**src/rtl/fsm.sv**
```systemverilog
// rtl/fsm.sv - synchronised, debounced rising-edge detector emitting a one-cycle pulse
module fsm #(
    parameter int SYNC_STAGES = 2,
    parameter int DEBOUNCE    = 2
) (
    input  logic clk,
    input  logic rst,
    input  logic bi,
    output logic bo
);

    localparam int CW = $clog2(DEBOUNCE + 1);
    // Comparing against DEBOUNCE-1 is the same test as cnt+1 == DEBOUNCE without the carry.
    localparam logic [CW-1:0] DEB_LAST = CW'(DEBOUNCE - 1);

    typedef enum logic [2:0] {
        LOW      = 3'd0,
        CHK_HIGH = 3'd1,
        PULSE    = 3'd2,
        HIGH     = 3'd3,
        CHK_LOW  = 3'd4
    } state_t;

    logic [SYNC_STAGES-1:0] sync;
    logic                   s;
    state_t                 state;
    logic [CW-1:0]          cnt;

    assign s = sync[SYNC_STAGES-1];

    always_ff @(posedge clk or negedge rst) begin
        if (!rst) begin
            sync <= '0;
        end else begin
            sync[0] <= bi;
            for (int i = 1; i < SYNC_STAGES; i++) begin
                sync[i] <= sync[i-1];
            end
        end
    end

    // bo is set on the same edge that enters PULSE, so it tracks state==PULSE from a flop.
    always_ff @(posedge clk or negedge rst) begin
        if (!rst) begin
            state <= LOW;
            cnt   <= '0;
            bo    <= 1'b0;
        end else begin
            bo <= 1'b0;
            case (state)
                LOW: begin
                    if (s) begin
                        if (DEBOUNCE == 1) begin
                            state <= PULSE;
                            bo    <= 1'b1;
                        end else begin
                            state <= CHK_HIGH;
                            cnt   <= CW'(1);
                        end
                    end
                end
                CHK_HIGH: begin
                    if (!s) begin
                        state <= LOW;
                        cnt   <= '0;
                    end else if (cnt == DEB_LAST) begin
                        state <= PULSE;
                        cnt   <= '0;
                        bo    <= 1'b1;
                    end else begin
                        cnt <= cnt + CW'(1);
                    end
                end
                PULSE: begin
                    state <= HIGH;
                end
                HIGH: begin
                    if (!s) begin
                        if (DEBOUNCE == 1) begin
                            state <= LOW;
                        end else begin
                            state <= CHK_LOW;
                            cnt   <= CW'(1);
                        end
                    end
                end
                CHK_LOW: begin
                    if (s) begin
                        state <= HIGH;
                        cnt   <= '0;
                    end else if (cnt == DEB_LAST) begin
                        state <= LOW;
                        cnt   <= '0;
                    end else begin
                        cnt <= cnt + CW'(1);
                    end
                end
                default: begin
                    state <= LOW;
                    cnt   <= '0;
                end
            endcase
        end
    end

endmodule

```
**config.mk**
```make
export PLATFORM = sky130hd
export DESIGN_NAME = fsm
export DESIGN_NICKNAME = d
export VERILOG_FILES = /design/src/rtl/fsm.sv
export SDC_FILE = /design/constraint.sdc
export NUM_CORES = 1
export LEC_CHECK = 0
export BUFFER_PORTS_ARGS = -buffer_cell sky130_fd_sc_hd__clkbuf_2
export CAP_MARGIN = 30
export CORE_AREA = 2 2 39 41
export DETAILED_ROUTE_END_ITERATION = 12
export DIE_AREA = 0 0 41 43
export PLACE_DENSITY = 0.44
export SLEW_MARGIN = 20
export SYNTH_ARGS = -nofsm -noshare
export SYNTH_HDL_FRONTEND = slang
export SYNTH_SLANG_ARGS = --single-unit
```
**constraint.sdc**
```tcl
create_clock -name clk -period 1.82 [get_ports clk]
set_input_delay 0.182 -clock clk [delete_from_list [all_inputs] [get_ports clk]]
set_output_delay 0.182 -clock clk [all_outputs]
set_load 0.02 [all_outputs]
```
## Yosys cells after proc, flatten, opt, wreduce, memory -nomap -nowiden

Index checks and enable logic that the tools add are counted.

| operators by class | value |
|---|---|
| add/sub/neg operators | 1 |
| eq/ne operators | 9 |
| mux-type cells | 16 |
| bitwise gates (word level) | 1 |
| reductions and logical operators | 3 |

Operators by type and width:

| cell | count |
|---|---|
| 2-to-1 mux 3 bit | 6 |
| case mux 3 bit (5 select lines) | 1 |
| 2-to-1 mux 2 bit | 5 |
| case mux 2 bit (5 select lines) | 1 |
| == test 3 x 2 -> 1 bit, second input constant | 2 |
| inequality test 3 bit, second input constant | 2 |
| inequality test 2 bit, second input constant | 2 |
| AND reduction 4 bit | 1 |
| == test 3 x 1 -> 1 bit, second input constant | 1 |
| == test 3 bit, second input constant | 1 |
| logical NOT 3 bit | 1 |
| 2-to-1 mux 1 bit | 3 |
| AND reduction 3 bit | 1 |
| adder 2 x 1 -> 2 bit, second input constant | 1 |
| == test 2 x 1 -> 1 bit, second input constant | 1 |
| NOT 1 bit | 1 |

| word-level totals | value |
|---|---|
| register bits | 8 |
| input bits | 3 |
| output and inout port bits | 1 |
| logic and storage cells | 34 |

## Longest topological paths before layout

| depth | value |
|---|---|
| depth in word-level cells | 4 |
| mapped depth | 4 |
| mapped depth without buffers | 3 |

## Worst setup path after synthesis

No wires, ideal clock.

| timing path | value |
|---|---|
| kind | register to register |
| start point | register state[0] |
| end point | register state[1] |
| library setup time | 125 ps |
| arrival time | 856 ps |
| setup slack | 839 ps |
| stages on the path, launching flop included | 5 |
| path buffers | 1 |
| period minus slack after synthesis | 981 ps |
| cells stage by stage | dfrtp_1 buf_6 and3b_1 o21ai_0 o21ai_1 |

| on the way | value |
|---|---|
| word-level cells in the longest chain between the ends | 3 |
| elaborated cells on any way between the ends | 11 |
| classes of those cells | eq/ne: 8; mux: 1; reduce/logical: 2 |

Ends and longest elaborated chain:

| element | line | text |
|---|---|---|
| from (decl) | 26 | `state_t state;` |
| from (signal assigned) | 45 | `state <= LOW;` |
| from (signal assigned) | 54 | `state <= PULSE;` |
| from (signal assigned) | 57 | `state <= CHK_HIGH;` |
| == test 3 x 1 -> 1 bit, or another cell as far along | 50 | `case (state)` |
| inequality test 3 bit (no line) / inequality test 2 bit (equally long branches) | -- |  |
| AND reduction 4 bit (no line) | -- |  |

Parallel ways exist; a longest one is shown, timed or not.
A chain may end at the register's enable or synchronous reset.

## Final worst setup path

| timing path | value |
|---|---|
| start point | register sync[1] |
| end point | register cnt[1] |

| on the way | value |
|---|---|
| word-level cells in the longest chain between the ends | 2 |
| elaborated cells on any way between the ends | 6 |
| classes of those cells | eq/ne: 2; mux: 3; reduce/logical: 1 |

Ends and longest elaborated chain:

| element | line | text |
|---|---|---|
| from (decl) | 24 | `logic [SYNC_STAGES-1:0] sync;` |
| from (signal, indexed assignment) | 37 | `sync[i] <= sync[i-1];` |
| 2-to-1 mux 2 bit, or another cell as far along | 88 | `if (s) begin` |
| case mux 2 bit (5 select lines) / AND reduction 3 bit (equally long branches) | -- |  |
| to (signal assigned) | 71 | `cnt <= cnt + CW'(1);` |
| to (signal assigned) | 95 | `cnt <= cnt + CW'(1);` |
| to (decl) | 27 | `logic [CW-1:0] cnt;` |

Parallel ways exist; a longest one is shown, timed or not.

==> flow_metrics.tcl <==
set metrics [dict create \
    die_area_sq_um 1760 \
    syn-instance-count 34 \
    vdd_drop_max_uv 743 \
    cts_tree "done" \
    p_leak_nw 0.192 \
    slew_headroom_pct 79.1 \
    synth_cell_types 20 \
    hp-class "in -> reg" \
    path_class "reg -> reg" \
    syn_nets 37 \
    place_congestion 0.786 \
    fp.dieH_um 43 \
    rsz0062_at_grt "no" \
    synth_top_area_share_pct 52.8 \
    setup_tns_ns 0 \
    cts_htree_levels 1 \
    crit_chain "nor2b_2 > a221oi_2 > o21a_1" \
    dieWidth_um 41 \
    cts_buffers 3 \
    firstDrtPassIters 2 \
    cp-start-kind "flip-flop" \
    cp_data_required_time_ns 1.95 \
    antenna_found_initial 0 \
    crit_slowest_cell "dfrtp_1" \
    area_growth_pct 14.9 \
    clockBufferDepth 2 \
    detail_route.wl_per_cell_um 10.3 \
    drv_cap 0 \
    routed_via_density 4.95 \
    clockRootBuffer "clkbuf_4" \
    first_iter_violations 3 \
    ant_nets 0 \
    core-area_sq_um 1380 \
    setup_viol 0 \
    diodes 0 \
    synth_top_cell_by_area "dfrtp_1" \
    path_max_fanout 6 \
    grt_pass1_vias 229 \
    drive_above_1_share_pct 22.5 \
    drc 0 \
    synth_area_leaders "dfrtp_1 (53%), and3b_1 (4.6%), o21ai_0 (4.0%)" \
    layout.nets 45 \
    start_util_pct 27.4 \
    power.density_nw_per_um2 1510 \
    grt_max_degree 12 \
    ioPinCount 4 \
    crit_arrival_ns 1.22 \
    status "complete, no violations" \
    hold_viol 0 \
    cp_slowest_stage_delay_ns 0.43 \
    dr_total_vias 277 \
    overflow 0 \
    placementRows 14 \
    end_kind "flip-flop" \
    drv_slew 0 \
    utilization_pct 31.5 \
    ys_ff_latch 8 \
    syn_avg_cell_area_sq_um 11.2 \
    clock_latency_ns 0.25 \
    yosysWarnings 0 \
    yosysSeqAreaShare_pct 52.8 \
    dp_hpwl_um 448 \
    nFillCells 141 \
    fmax_mhz 921 \
    io_buffers 3 \
    grt_usage_pct 8.64 \
    drt_wl_total_um 578 \
    numClockSinks 8 \
    grt_first_pass_wirelength_um 945 \
    tightest_slew_ns 0.313 \
    netlist_area_sq_um 379 \
    skew_ns 0.00461 \
    clk_pin_slew_ns 0.05 \
    period_minus_slack_ns 1.09 \
    fin_crit_sh_pct 59.7 \
]
## metrics by stage
stage	std cells	hold slack [ns]	cell area, sq um	worst slack, ns	total power [mW]
floorplan	34	-0.114	379	0.839	0.501
global placement	52	0.0284	403	0.759	0.531
detailed placement	52	0.0302	403	0.750	0.532
CTS	56	0.0304	435	0.737	0.667
global route	56	0.0220	435	0.663	0.714
finish	56	0.0435	435	0.734	0.657
## placed cells by master, fill, tap and decap left out
master | netlist | final
clkbuf_4 | 0 | 3
dlygate4sd3_1 | 0 | 1
a221oi_2 | 1 | 1
dfrtp_1 | 8 | 8
clkbuf_2 | 0 | 3
o22ai_1 | 1 | 1
nand2b_1 | 2 | 2
o21a_1 | 1 | 1
nor4_1 | 1 | 1
nor2b_4 | 1 | 1
and3b_1 | 2 | 2
a22oi_1 | 1 | 1
a21oi_1 | 1 | 1
nor2_1 | 3 | 3
nor3_1 | 1 | 1
nor2b_2 | 1 | 1
nor2b_1 | 1 | 1
nand3b_1 | 1 | 1
a32oi_1 | 1 | 1
inv_1 | 1 | 1
o21ai_0 | 3 | 3
o21ai_1 | 2 | 2
## cells by family after synthesis
group	count (synthesis)	synth area share, %
DFF	8	52.8
buffers and inverters	2	3.96
AOI/OAI and AO/OA	11	19.8
and+or+nand+nor	13	23.4
## report_power, final
part           total (mW)  internal, mW  switching (mW)
sequential          0.319         0.226          0.0924
combinational       0.212         0.112          0.0998
clock               0.127        0.0749          0.0517
## synth_stat cells
cell	n
nor2b_4	1
nand3b_1	1
nor3_1	1
o21ai_0	3
and3b_1	2
o21a_1	1
nor4_1	1
nand2b_1	2
a22oi_1	1
nor2b_1	1
inv_1	1
buf_6	1
nor2b_2	1
nor2_1	3
a32oi_1	1
a221oi_2	1
a21oi_1	1
o21ai_1	2
o22ai_1	1
dfrtp_1	8
## critical path, delay by kind of cell (launching register included)
family / cells / cell delay, ns
AOI/OAI and AO/OA: 2 / 0.26
DFF: 1 / 0.43
and+or+nand+nor: 1 / 0.28
## per-layer routing
layer  global-route usage [%]  share of wire, %
met4                     6.00                 0
met1                     9.70                49
met5                        0                 0
met2                     10.9                48
met3                     6.28               3.1
## worst paths after layout
kind	slack (ns)	start	cells past startpoint	endpoint
max	0.73	sync[1]$_DFF_PN0_	3	cnt[1]$_DFFE_PN0P_
max reg2reg	0.73	sync[1]$_DFF_PN0_	3	cnt[1]$_DFFE_PN0P_
min	0.04	bi	1	sync[0]$_DFF_PN0_
min in group asynchronous	0.31	rst	2	sync[1]$_DFF_PN0_
min reg2reg	0.35	sync[0]$_DFF_PN0_	0	sync[1]$_DFF_PN0_
max in group asynchronous	1.34	rst	2	cnt[0]$_DFFE_PN0P_
## flip-flops by register name (all words and copies together), names as in the netlist
| register | count |
|---|---|
| bo | 1 |
| cnt | 2 |
| state | 3 |
| sync | 2 |
## layout make-up
type                            count  area (sq um)  share of cell area, %
Sequential cell                     8           200                   46.0
Clock buffer                        3          22.5                   5.17
Timing Repair Buffer                4          25.0                   5.75
Inverter                            1          3.75                  0.862
Multi-Input combinational cell     24           164                   37.6
Tap cell                           16          20.0                   4.60
## timing repair
action                                 CTS  global route
hold buffers                             1             0
endpoints found under the hold margin    8             0
gates resized for setup                  0             0
buffers inserted                         0             0
(Power assumes the default switching activity.)
